$ cat config.mk
export PLATFORM = sky130hd
export DESIGN_NAME = int_add_rs_flat
export DESIGN_NICKNAME = d
export VERILOG_FILES = /design/src/rtl/int_add_rs_if.sv /design/src/rtl/int_add_rs.sv /design/src/flat_wrapper.sv
export SDC_FILE = /design/constraint.sdc
export NUM_CORES = 1
export LEC_CHECK = 0
export CELL_PAD_IN_SITES_DETAIL_PLACEMENT = 1
export CELL_PAD_IN_SITES_GLOBAL_PLACEMENT = 1
export CORE_AREA = 2 2 211 213
export DETAILED_ROUTE_END_ITERATION = 7
export DIE_AREA = 0 0 213 215
export HOLD_SLACK_MARGIN = 0.12
export PLACE_DENSITY = 0.9
export SYNTH_ARGS = -nofsm -noshare
export SYNTH_HDL_FRONTEND = slang
export SYNTH_SLANG_ARGS = --single-unit
$ cat constraint.sdc
create_clock -name clk -period 20.5 [get_ports clk]
set_input_delay 2.05 -clock clk [delete_from_list [all_inputs] [get_ports clk]]
set_output_delay 2.05 -clock clk [all_outputs]
set_load 0.01 [all_outputs]
$ cat src/rtl/int_add_rs_if.sv
// Signal bundle between the integer add/sub reservation station and its
// dispatch, CDB, adder and CDB-arbiter neighbours.
interface int_add_rs_if #(
    parameter int TAG_W = 4
);
    logic             issue_valid;
    logic             issue_ready;
    logic             issue_op;
    logic [31:0]      issue_vj;
    logic [31:0]      issue_vk;
    logic [TAG_W-1:0] issue_qj;
    logic [TAG_W-1:0] issue_qk;
    logic [TAG_W-1:0] issue_dest;

    logic             cdb_valid;
    logic [TAG_W-1:0] cdb_tag;
    logic [31:0]      cdb_data;

    logic [31:0]      add_a;
    logic [31:0]      add_b;
    logic             add_cin;
    logic [31:0]      add_sum;
    logic             add_cout;

    logic             res_valid;
    logic             res_ready;
    logic [TAG_W-1:0] res_tag;
    logic [31:0]      res_data;
    logic             res_cout;

    modport slave (
        input  issue_valid, issue_op, issue_vj, issue_vk, issue_qj, issue_qk, issue_dest,
        output issue_ready,
        input  cdb_valid, cdb_tag, cdb_data,
        output add_a, add_b, add_cin,
        input  add_sum, add_cout,
        output res_valid, res_tag, res_data, res_cout,
        input  res_ready
    );

    modport master (
        output issue_valid, issue_op, issue_vj, issue_vk, issue_qj, issue_qk, issue_dest,
        input  issue_ready,
        output cdb_valid, cdb_tag, cdb_data,
        input  add_a, add_b, add_cin,
        output add_sum, add_cout,
        input  res_valid, res_tag, res_data, res_cout,
        output res_ready
    );
endinterface

$ cat src/rtl/int_add_rs.sv
// Reservation station for the integer add/sub unit: buffers waiting ops, snoops
// the CDB, issues one ready op to the pipelined adder and hands the result to the CDB.
module int_add_rs #(
    parameter int NUM_ENT     = 4,
    parameter int TAG_W       = 4,
    parameter int ADD_LATENCY = 6
) (
    input  logic           clk,
    input  logic           rst,
    int_add_rs_if.slave    bus
);
    localparam int IDX_W = (NUM_ENT > 1) ? $clog2(NUM_ENT) : 1;
    localparam int CNT_W = $clog2(ADD_LATENCY + 1);

    typedef enum logic [1:0] {IDLE, EXEC, WB} state_t;

    state_t             state_q, state_d;
    logic [NUM_ENT-1:0] busy_q, busy_d;
    logic [NUM_ENT-1:0] op_q, op_d;
    logic [31:0]        vj_q [NUM_ENT];
    logic [31:0]        vj_d [NUM_ENT];
    logic [31:0]        vk_q [NUM_ENT];
    logic [31:0]        vk_d [NUM_ENT];
    logic [TAG_W-1:0]   qj_q [NUM_ENT];
    logic [TAG_W-1:0]   qj_d [NUM_ENT];
    logic [TAG_W-1:0]   qk_q [NUM_ENT];
    logic [TAG_W-1:0]   qk_d [NUM_ENT];
    logic [TAG_W-1:0]   dest_q [NUM_ENT];
    logic [TAG_W-1:0]   dest_d [NUM_ENT];

    logic [IDX_W-1:0]   idx_q, idx_d;
    logic [CNT_W-1:0]   cnt_q, cnt_d;
    logic [31:0]        addA_q, addA_d, addB_q, addB_d;
    logic               addCin_q, addCin_d;
    logic               resValid_q, resValid_d;
    logic [TAG_W-1:0]   resTag_q, resTag_d;
    logic [31:0]        resData_q, resData_d;
    logic               resCout_q, resCout_d;

    logic               allocFound;
    logic [IDX_W-1:0]   allocIdx;
    logic [NUM_ENT-1:0] readyVec;
    logic               selFound;
    logic [IDX_W-1:0]   selIdx;

    assign bus.issue_ready = ~&busy_q;
    assign bus.add_a       = addA_q;
    assign bus.add_b       = addB_q;
    assign bus.add_cin     = addCin_q;
    assign bus.res_valid   = resValid_q;
    assign bus.res_tag     = resTag_q;
    assign bus.res_data    = resData_q;
    assign bus.res_cout    = resCout_q;

    // Descending scans leave the lowest matching index in the result.
    always_comb begin
        allocFound = 1'b0;
        allocIdx   = '0;
        selFound   = 1'b0;
        selIdx     = '0;
        readyVec   = '0;
        for (int i = NUM_ENT - 1; i >= 0; i--) begin
            readyVec[i] = busy_q[i] && (qj_q[i] == '0) && (qk_q[i] == '0) &&
                          !((state_q != IDLE) && (idx_q == IDX_W'(i)));
            if (!busy_q[i]) begin
                allocFound = 1'b1;
                allocIdx   = IDX_W'(i);
            end
            if (readyVec[i]) begin
                selFound = 1'b1;
                selIdx   = IDX_W'(i);
            end
        end
    end

    always_comb begin
        busy_d = busy_q;
        op_d   = op_q;
        vj_d   = vj_q;
        vk_d   = vk_q;
        qj_d   = qj_q;
        qk_d   = qk_q;
        dest_d = dest_q;
        for (int i = 0; i < NUM_ENT; i++) begin
            if (busy_q[i] && bus.cdb_valid) begin
                if ((qj_q[i] != '0) && (qj_q[i] == bus.cdb_tag)) begin
                    vj_d[i] = bus.cdb_data;
                    qj_d[i] = '0;
                end
                if ((qk_q[i] != '0) && (qk_q[i] == bus.cdb_tag)) begin
                    vk_d[i] = bus.cdb_data;
                    qk_d[i] = '0;
                end
            end
            // A new entry can pick up its operand from the broadcast it arrives with.
            if (bus.issue_valid && allocFound && (allocIdx == IDX_W'(i))) begin
                busy_d[i] = 1'b1;
                op_d[i]   = bus.issue_op;
                dest_d[i] = bus.issue_dest;
                vj_d[i]   = bus.issue_vj;
                qj_d[i]   = bus.issue_qj;
                vk_d[i]   = bus.issue_vk;
                qk_d[i]   = bus.issue_qk;
                if (bus.cdb_valid && (bus.issue_qj != '0) && (bus.issue_qj == bus.cdb_tag)) begin
                    vj_d[i] = bus.cdb_data;
                    qj_d[i] = '0;
                end
                if (bus.cdb_valid && (bus.issue_qk != '0) && (bus.issue_qk == bus.cdb_tag)) begin
                    vk_d[i] = bus.cdb_data;
                    qk_d[i] = '0;
                end
            end
            if ((state_q == WB) && bus.res_ready && (idx_q == IDX_W'(i))) begin
                busy_d[i] = 1'b0;
            end
        end
    end

    // The adder inverts b itself when cin is set, so vk goes out unmodified.
    always_comb begin
        state_d    = state_q;
        idx_d      = idx_q;
        cnt_d      = cnt_q;
        addA_d     = addA_q;
        addB_d     = addB_q;
        addCin_d   = addCin_q;
        resValid_d = resValid_q;
        resTag_d   = resTag_q;
        resData_d  = resData_q;
        resCout_d  = resCout_q;
        case (state_q)
            IDLE: begin
                if (selFound) begin
                    addA_d   = vj_q[selIdx];
                    addB_d   = vk_q[selIdx];
                    addCin_d = op_q[selIdx];
                    idx_d    = selIdx;
                    cnt_d    = CNT_W'(ADD_LATENCY);
                    state_d  = EXEC;
                end
            end
            EXEC: begin
                if (cnt_q == CNT_W'(1)) begin
                    resData_d  = bus.add_sum;
                    resCout_d  = bus.add_cout;
                    resTag_d   = dest_q[idx_q];
                    resValid_d = 1'b1;
                    cnt_d      = '0;
                    state_d    = WB;
                end else begin
                    cnt_d = cnt_q - CNT_W'(1);
                end
            end
            WB: begin
                if (bus.res_ready) begin
                    resValid_d = 1'b0;
                    state_d    = IDLE;
                end
            end
            default: state_d = IDLE;
        endcase
    end

    always_ff @(posedge clk or posedge rst) begin
        if (rst) state_q <= IDLE;
        else     state_q <= state_d;
    end

    always_ff @(posedge clk or posedge rst) begin
        if (rst) begin
            busy_q     <= '0;
            op_q       <= '0;
            for (int i = 0; i < NUM_ENT; i++) begin
                vj_q[i]   <= '0;
                vk_q[i]   <= '0;
                qj_q[i]   <= '0;
                qk_q[i]   <= '0;
                dest_q[i] <= '0;
            end
            idx_q      <= '0;
            cnt_q      <= '0;
            addA_q     <= '0;
            addB_q     <= '0;
            addCin_q   <= 1'b0;
            resValid_q <= 1'b0;
            resTag_q   <= '0;
            resData_q  <= '0;
            resCout_q  <= 1'b0;
        end else begin
            busy_q     <= busy_d;
            op_q       <= op_d;
            vj_q       <= vj_d;
            vk_q       <= vk_d;
            qj_q       <= qj_d;
            qk_q       <= qk_d;
            dest_q     <= dest_d;
            idx_q      <= idx_d;
            cnt_q      <= cnt_d;
            addA_q     <= addA_d;
            addB_q     <= addB_d;
            addCin_q   <= addCin_d;
            resValid_q <= resValid_d;
            resTag_q   <= resTag_d;
            resData_q  <= resData_d;
            resCout_q  <= resCout_d;
        end
    end
endmodule
$ cat src/flat_wrapper.sv
// flat-port wrapper written by rule: the top's interface ports become plain ports
module int_add_rs_flat 
#(
    parameter int NUM_ENT     = 4,
    parameter int TAG_W       = 4,
    parameter int ADD_LATENCY = 6
)
  (clk, rst, bus_issue_valid, bus_issue_op, bus_issue_vj, bus_issue_vk, bus_issue_qj, bus_issue_qk, bus_issue_dest, bus_issue_ready, bus_cdb_valid, bus_cdb_tag, bus_cdb_data, bus_add_a, bus_add_b, bus_add_cin, bus_add_sum, bus_add_cout, bus_res_valid, bus_res_tag, bus_res_data, bus_res_cout, bus_res_ready);
  int_add_rs_if #(.TAG_W(TAG_W)) bus_i ();
  input  logic clk;
  input  logic rst;
  input wire logic [$bits(bus_i.issue_valid)-1:0] bus_issue_valid;
  input wire logic [$bits(bus_i.issue_op)-1:0] bus_issue_op;
  input wire logic [$bits(bus_i.issue_vj)-1:0] bus_issue_vj;
  input wire logic [$bits(bus_i.issue_vk)-1:0] bus_issue_vk;
  input wire logic [$bits(bus_i.issue_qj)-1:0] bus_issue_qj;
  input wire logic [$bits(bus_i.issue_qk)-1:0] bus_issue_qk;
  input wire logic [$bits(bus_i.issue_dest)-1:0] bus_issue_dest;
  output wire logic [$bits(bus_i.issue_ready)-1:0] bus_issue_ready;
  input wire logic [$bits(bus_i.cdb_valid)-1:0] bus_cdb_valid;
  input wire logic [$bits(bus_i.cdb_tag)-1:0] bus_cdb_tag;
  input wire logic [$bits(bus_i.cdb_data)-1:0] bus_cdb_data;
  output wire logic [$bits(bus_i.add_a)-1:0] bus_add_a;
  output wire logic [$bits(bus_i.add_b)-1:0] bus_add_b;
  output wire logic [$bits(bus_i.add_cin)-1:0] bus_add_cin;
  input wire logic [$bits(bus_i.add_sum)-1:0] bus_add_sum;
  input wire logic [$bits(bus_i.add_cout)-1:0] bus_add_cout;
  output wire logic [$bits(bus_i.res_valid)-1:0] bus_res_valid;
  output wire logic [$bits(bus_i.res_tag)-1:0] bus_res_tag;
  output wire logic [$bits(bus_i.res_data)-1:0] bus_res_data;
  output wire logic [$bits(bus_i.res_cout)-1:0] bus_res_cout;
  input wire logic [$bits(bus_i.res_ready)-1:0] bus_res_ready;
  assign bus_i.issue_valid = bus_issue_valid;
  assign bus_i.issue_op = bus_issue_op;
  assign bus_i.issue_vj = bus_issue_vj;
  assign bus_i.issue_vk = bus_issue_vk;
  assign bus_i.issue_qj = bus_issue_qj;
  assign bus_i.issue_qk = bus_issue_qk;
  assign bus_i.issue_dest = bus_issue_dest;
  assign bus_issue_ready = bus_i.issue_ready;
  assign bus_i.cdb_valid = bus_cdb_valid;
  assign bus_i.cdb_tag = bus_cdb_tag;
  assign bus_i.cdb_data = bus_cdb_data;
  assign bus_add_a = bus_i.add_a;
  assign bus_add_b = bus_i.add_b;
  assign bus_add_cin = bus_i.add_cin;
  assign bus_i.add_sum = bus_add_sum;
  assign bus_i.add_cout = bus_add_cout;
  assign bus_res_valid = bus_i.res_valid;
  assign bus_res_tag = bus_i.res_tag;
  assign bus_res_data = bus_i.res_data;
  assign bus_res_cout = bus_i.res_cout;
  assign bus_i.res_ready = bus_res_ready;
  int_add_rs #(.NUM_ENT(NUM_ENT), .TAG_W(TAG_W), .ADD_LATENCY(ADD_LATENCY)) u_core (.clk(clk), .rst(rst), .bus(bus_i));
endmodule
# Word-level counts from Yosys, hierarchy flattened
# Index checks and enable logic that the tools add are counted.
[word_totals]
out_inout_bits = 104
latchBits = 0
romBits = 0
wordCells = 264
input_bits = 151
ram_bits = 0
reg_bits = 422
n_memories = 0
[classes]
n_shift = 0
addsub = 1
eq_ne = 22
n_mul = 0
muxes = 97
reduce_logical = 101
n_div = 0
order_cmp = 3
bitwise_logic = 2
[op_table]
columns = ["op", "count"]
rows = [
  ["$mux 32", 30],
  ["$bmux 32 s2", 2],
  ["$mux 4", 28],
  ["$logic_and 1x1->1", 42],
  ["$eq 4x4->1", 10],
  ["$reduce_bool 4->1", 10],
  ["$reduce_bool 2->1", 19],
  ["$logic_not 4->1", 8],
  ["$mux 2", 11],
  ["$reduce_and 2->1", 11],
  ["$mux 1", 19],
  ["$eq 2x2->1 const B", 5],
  ["$bmux 4 s2", 1],
  ["$eq 2x1->1 const B", 3],
  ["$ge 3x3->1 const B", 2],
  ["$logic_not 2->1", 3],
  ["$mux 3", 2],
  ["$not 2->3", 2],
  ["$pmux 2 s3", 1],
  ["$pmux 3 s2", 1],
  ["$reduce_and 3->1", 2],
  ["$logic_not 1->1", 5],
  ["$ne 2x1->1 const B", 2],
  ["$reduce_and 4->1", 1],
  ["other kinds (6)", 6],
]

# Depth between registers and ports, before layout
# Gate-level depths: netlist of the first run.
[depth]
depth_word = 12
ltp_mapped = 10

# Worst setup path before layout of the first run
# OpenSTA, ideal clock, no wires.
[synth_timing]
kind = "in2reg"
from = "in bus_cdb_tag[3]"
to = "reg u_core.vk_q[0] (netlist bit)"
path_buffers = 3
arrival_time_ps = 3519
t_required_ps = 20368
cell_stages = 8
setup_slack_ps = 16849
cell_sequence = "buf_2 > or3_1 > a21o_1 > clkbuf_1 > nand2_1 > buf_4 > mux2i_1 > o21ai_1"
[synth_between]
elab_chain_len = 4
word_cells_on_any_way = 8
classes_between = "eq/ne: 2; mux: 2; reduce/logical: 4"
[synth_rtl]
columns = ["item", "line", "source"]
rows = [
  ["start, declared", "flat_wrapper.sv:21", "input wire logic [$bits(bus_i.cdb_tag)-1:0] bus_cdb_tag;"],
  ["$eq 4x4->1 (on tied branches)", "int_add_rs.sv:108, int_add_rs.sv:90", ""],
  ["$logic_and 1x1->1 (on tied branches)", "int_add_rs.sv:108, int_add_rs.sv:90", ""],
  ["$mux 32 / $reduce_bool 2->1 (equally long branches)", "n/a", ""],
  ["$mux 32 / $reduce_and 2->1 (equally long branches)", "n/a", ""],
  ["end signal, assigned", "int_add_rs.sv:193", "vk_q <= vk_d;"],
  ["end, declared", "int_add_rs.sv:22", "logic [31:0] vk_q [NUM_ENT];"],
]
# Several ways; a longest one is shown, not always the timed one.
# A chain may end at the register's enable or synchronous reset.

# Worst setup path in the final report of the first run
[layout_timing]
from = "in bus_cdb_tag[2]"
to = "reg u_core.vj_q[63] (netlist bit)"
[layout_between]
elab_chain_len = 4
word_cells_on_any_way = 8
classes_between = "eq/ne: 2; mux: 2; reduce/logical: 4"
[layout_rtl]
columns = ["item", "line", "source"]
rows = [
  ["$eq 4x4->1 (on tied branches)", "int_add_rs.sv:104, int_add_rs.sv:86", ""],
  ["$logic_and 1x1->1 (on tied branches)", "int_add_rs.sv:104, int_add_rs.sv:86", ""],
  ["$mux 32 / $reduce_bool 2->1 (equally long branches)", "n/a", ""],
  ["$mux 32 / $reduce_and 2->1 (equally long branches)", "n/a", ""],
  ["end signal, assigned", "int_add_rs.sv:192", "vj_q <= vj_d;"],
  ["end, declared", "int_add_rs.sv:20", "logic [31:0] vj_q [NUM_ENT];"],
]
# Several ways; a longest one is shown, not always the timed one.

==> results_dict.tcl, run 1 <==
set metrics [dict create \
    syn_nets 2089 \
    post-route-drc-count 0 \
    p_total_mw 4.10 \
    clk_pin_slew_ps 60 \
    io_buffers 254 \
    seq_area_frac_synth_pct 52.1 \
    start_util_pct 46.5 \
    synth_area_mm2 0.0203 \
    vias_per_cell 6.22 \
    holdPathEnd "u_core.vj_q[109]" \
    place_hpwl_um 42900 \
    power.density_mw_per_mm2 166 \
    ys_ff_latch 422 \
    die_w_um 213 \
    holdWs_ps 482 \
    clock_sinks 422 \
    overflow 0 \
    drt-wirelength-per-cell_um 25.9 \
    postRouteAntennaNets 0 \
    finalWorstPathRequiredPeriod_ps 4720 \
    hold_buffers 0 \
    grt_setup_unrepaired "no" \
    worstSetupPathType "primary input to flop" \
    syn_inst 1936 \
    htree_levels 2 \
    core-area_mm2 0.0436 \
    cts_buffers 47 \
    synthDistinctLibCells 52 \
    layout.nets 2244 \
    final.setup.tns_ps 0 \
    start_kind "primary input" \
    ys_warn_count 0 \
    worst_pin_slew_ps 1170 \
    grt_pass1_wl_um 109000 \
    rows 77 \
    status "finished clean" \
    area_delta_synth_final_pct 22.0 \
    cp_max_fo 19 \
    drive_gt1_share_pct 10.2 \
    vias 17000 \
    multi_input_area_mm2 0.00906 \
    r2r-end "u_core.bus.add_a[26]" \
    cp.required_ps 20910 \
    synth_top_area_cell "dfrtp_1" \
    max_slew_margin_pct 22.0 \
    post_cts_resized 0 \
    ir_drop_v 0.000138 \
    placed_cells 2634 \
    maxCapViolCount 0 \
    holdPathStages 2 \
    hold_start "u_core.vj_q[109]" \
    clk_path_buf_depth 3 \
    arrival_ps 5130 \
    fin_worst_skew_ps 14.0 \
    leakage_nw 12.0 \
    clock-root-buffer "clkbuf_16" \
    chipHeight_um 215 \
    synth.area.top_cells "dfrtp_1 (52%), mux2i_1 (12%), nand2_1 (5.9%)" \
    finalMaxSlewViolations 0 \
    tritoncts "built" \
    post_cts_buffers 0 \
    gp_congestion 0.883 \
    hold_violations 0 \
    die_area_mm2 0.0458 \
    regToRegSetupSlack_ps 16590 \
    avgSynthCellArea_um2 10.5 \
    fillers 4626 \
    grt_pass1_vias 18500 \
    ys_async_sr_fraction_pct 100 \
    clock_latency_ps 590 \
    finalCritPeriodShare_pct 23.0 \
    min_path_type "flop to flop" \
    regArea_mm2 0.0106 \
    first_pass_iters 8 \
    synth_edf_count 0 \
    ios 255 \
    drt_iter0_markers 1282 \
    fmax_ghz 0.212 \
    wirelength_um 70500 \
    setup_viol 0 \
    grt_max_degree 194 \
    antenna_found_initial 9 \
    track_usage_pct 30.9 \
    synthFlopType "dfrtp_1" \
    cp-end-kind "flop" \
    fin_cells 2727 \
    r2r-start "u_core.qj_q[7]" \
    yosysTopAreaCellShare_pct 52.1 \
    r2r_cells 7 \
]
## placed cells by master (no fill, tap or decap), types with 49 or more instances in the layout
cell type and instances:
dfrtp_1 422, nand2_1 313, clkdlybuf4s50_1 254, mux2i_1 248, o21ai_0 201, nor2_1 75, a22oi_1 54, o21a_1 53
o211ai_1 50, clkbuf_16 49
## registers in the layout, summed over array words and instances, names as in the netlist, 16 cells and up
register,count
u_core.bus.res_data,32
u_core.qj_q,16
u_core.bus.add_b,32
u_core.bus.add_a,32
u_core.vk_q,128
u_core.dest_q,16
u_core.vj_q,128
u_core.qk_q,16
## cell type report
cell class                      count  share of cell area (%)
Antenna cell                        6                  0.0607
Clock buffer                       73                    5.73
Clock inverter                     14                   0.607
Inverter                            8                   0.152
Multi-Input combinational cell   1332                    36.6
Sequential cell                   422                    42.7
Tap cell                          592                    2.99
Timing Repair Buffer              280                    11.1
## cell families (layout without fill, tap and decap cells)
logic type / Yosys count / after routing / synth area share [%]
adders and majority gates: 2 / 2 / 0.123
buffers and inverters: 182 / 375 / 4.10
DFF: 422 / 422 / 52.1
muxes: 301 / 301 / 15.6
AOI/OAI and AO/OA: 515 / 515 / 16.8
xor gates and xnor gates: 32 / 32 / 1.38
and+or+nand+nor: 482 / 482 / 9.98
other: 0 / 6 / 0
## worst max-delay path: stages
cell and delay (ps):
clkdlybuf4s50_1 950, xnor2_1 190, nand4_1 150, a21o_1 350, nand2_2 510, buf_4 510
mux2i_1 270, o21ai_0 130
## how the worst max path moves through the flow
stage / endpoint / start / slack, ps / depth (start not counted)
global route: u_core.vk_q[75] / bus_cdb_tag[0] / 15710 / 6
finish: u_core.vj_q[63] / bus_cdb_tag[2] / 15780 / 8
global placement: u_core.vj_q[63] / bus_cdb_tag[2] / 15440 / 8
CTS: u_core.vj_q[63] / bus_cdb_tag[3] / 15850 / 8
floorplan: u_core.bus.add_a[0] / rst / 6700 / 1
detailed placement: u_core.vj_q[63] / bus_cdb_tag[3] / 15260 / 8
## metal layers
metal  vias up  part of all wire (%)  track usage, %  wire length [um]
met1      8830                    40            38.8             28500
met3       203                   6.2            5.28              4340
li1       7220                     -               -                 -
met5         -                 0.054               0                38
met4         6                   4.0            13.8              2820
met2       703                    49            52.3             34900
## synth_stat cells (32+ instances only)
cell,count
dfrtp_1,422
o21ai_1,32
clkbuf_1,109
mux2i_1,248
o221a_2,32
mux2_2,41
or3_1,37
nor2_1,77
o21ai_0,202
o22ai_1,41
a22oi_1,54
o21a_1,54
o211ai_1,50
nand2_1,321
## where the power goes
group / leakage [nW] / total (mW) / internal (mW) / switching [mW]
clock: 0.770 / 0.862 / 0.512 / 0.350
sequential: 5.13 / 1.50 / 1.23 / 0.270
combinational: 6.07 / 1.73 / 0.738 / 0.994
## through the flow
stage	setup slack, ps	area, um2	util, %
after floorplan	6700	20300	-
after global placement	15440	23200	53.1
after detailed placement	15260	23200	53.1
after CTS	15850	24700	56.6
after global routing	15710	24700	56.7
final	15780	24700	56.7
Note: power is estimated with default switching activity, not from simulation.
==> inputs of run 2 (changes only) <==
Settings changed: CORE_AREA 2 2 211 213 to 2 2 229 231, DIE_AREA 0 0 213 215 to 0 0 231 233, PLACE_DENSITY 0.9 to 0.82.
Clock period 20.5 ns to 3.97 ns, I/O delays scaled along.
==> run 2 against run 1 <==
Net effect:
- combinational power rose to 5.3 times the previous value
- wire length decreased by 0.16%
- total power rose to 5.2 times the previous value
- sequential power grew to 5.2 times the previous value
- clock-buffer cell count down 1
- first-iteration DRC count up 3.0%
- worst setup slack got worse by 15000 ps
- critical endpoint is now u_core.bus.add_b[16]
- largest cell class unchanged
- largest power group unchanged
- highest routed layer unchanged
==> results_dict.tcl, run 2 (same netlist as run 1, synthesis figures left out) <==
set metrics [dict create \
    vias_per_cell 5.91 \
    antenna_found_initial 8 \
    fin_worst_skew_ps 17.6 \
    final_cell_mix "dfrtp_1 (422), nand2_1 (313), clkdlybuf4s50_1 (254)" \
    vias 16700 \
    post_cts_buffers 0 \
    fillers 5522 \
    area_delta_synth_final_pct 24.0 \
    core-area_mm2 0.0511 \
    rows 83 \
    regToRegSetupSlack_ps 690 \
    drt_iter0_markers 1321 \
    grt_max_degree 92 \
    post-route-drc-count 0 \
    final_common_cell "dfrtp_1" \
    io_buffers 254 \
    clock_latency_ps 590 \
    finalMaxSlewViolations 0 \
    grt_pass1_vias 18100 \
    max_slew_margin_pct 25.6 \
    post_cts_resized 0 \
    worst_pin_slew_ps 1110 \
    clk_pin_slew_ps 60 \
    clock-root-buffer "clkbuf_16" \
    cp_max_fo 31 \
    status "finished clean" \
    finalCritPeriodShare_pct 82.7 \
    placed_cells 2748 \
    hold_violations 0 \
    clk_path_buf_depth 3 \
    start_kind "flop" \
    top_regs "u_core.vj_q x128, u_core.vk_q x128" \
    r2r_cells 7 \
    clock_sinks 422 \
    crit_chain "nor3_1 -> o2111ai_1 -> a21oi_1 -> nand3_4 -> buf_12 -> o21ai_0 -> mux2_2" \
    setup_viol 0 \
    cpMaxStageDelayCell "a21oi_1" \
    place_hpwl_um 45400 \
    ir_drop_v 0.000529 \
    ios 255 \
    maxCapViolCount 0 \
    min_path_type "primary input to async pin" \
    cts_buffers 46 \
    drive_gt1_share_pct 11.0 \
    drt-wirelength-per-cell_um 24.9 \
    power.density_mw_per_mm2 847 \
    chipHeight_um 233 \
    finalWorstPathRequiredPeriod_ps 3280 \
    tritoncts "built" \
    cpPeakStageDelay_ps 620 \
    start_util_pct 39.7 \
    holdWs_ps 348 \
    leakage_nw 12.1 \
    track_usage_pct 26.3 \
    hold_buffers 0 \
    htree_levels 2 \
    cp.required_ps 4500 \
    first_pass_iters 5 \
    cp-end-kind "flop" \
    grt_setup_unrepaired "no" \
    fin_cells 2829 \
    worstSetupPathType "flop to flop" \
    overflow 0 \
    r2r-end "u_core.bus.add_b[16]" \
    grt_pass1_wl_um 109000 \
    postRouteAntennaNets 0 \
    die_w_um 231 \
    gp_congestion 0.876 \
    wirelength_um 70400 \
    fmax_ghz 0.305 \
    die_area_mm2 0.0538 \
    r2r-start "u_core.qk_q[1]" \
    layout.nets 2269 \
    arrival_ps 3810 \
]
[run 2: power breakdown]
group / total, mW / switching (mW) / leakage (nW) / internal [mW]
Clock: 4.34 / 1.78 / 0.736 / 2.56
Combinational: 9.23 / 5.19 / 6.27 / 4.04
Sequential: 7.73 / 1.36 / 5.13 / 6.37
[run 2: critical path: cells and delay by family, from the launching register on]
| family | cells | cell delay [ps] |
|---|---|---|
| AOI/OAI and AO/OA | 3 | 1370 |
| and+or+nand+nor | 2 | 850 |
| DFF | 1 | 410 |
| buffers and inverters | 1 | 330 |
| muxes | 1 | 250 |
[run 2: stage by stage]
step / worst slack (ps) / utilization (%) / power (mW) / setup TNS, ps / area (um2)
after global routing: 614 / 49.2 / 22.5 / 0 / 25100
after CTS: 849 / 49.2 / 21.3 / 0 / 25100
final: 688 / 49.2 / 21.3 / 0 / 25100
after detailed placement: 766 / 46.3 / 16.8 / 0 / 23600
after floorplan: -2120 / - / 13.0 / -894840 / 20300
after global placement: 840 / 46.3 / 16.3 / 0 / 23600
[run 2: worst max path at each step]
stage	startpoint	endpoint	slack, ps	depth (start not counted)
after CTS	u_core.qj_q[13]	u_core.bus.add_b[29]	850	6
final	u_core.qk_q[1]	u_core.bus.add_b[16]	690	7
after global routing	u_core.state_q[0]	u_core.bus.add_b[16]	610	7
after global placement	bus_cdb_tag[0]	u_core.vk_q[64]	840	7
after detailed placement	bus_cdb_tag[0]	u_core.vk_q[66]	770	7
after floorplan	rst	u_core.bus.add_a[0]	-2120	1
[run 2: area by class of cell]
type	instances	area (um2)	area share [%]
Inverter	8	33.8	0.134
Clock buffer	72	1420	5.65
Tap cell	680	851	3.38
Clock inverter	4	73.8	0.294
Antenna cell	5	12.5	0.0498
Multi-Input combinational cell	1332	9060	36.0
Sequential cell	422	10600	42.0
Timing Repair Buffer	306	3130	12.5
[run 2: metal layers]
layer	global-route usage, %	part of all wire, %
met1	33.4	42
met2	44.3	49
met3	4.72	5.8
met4	10.6	3.5
met5	0	0.053
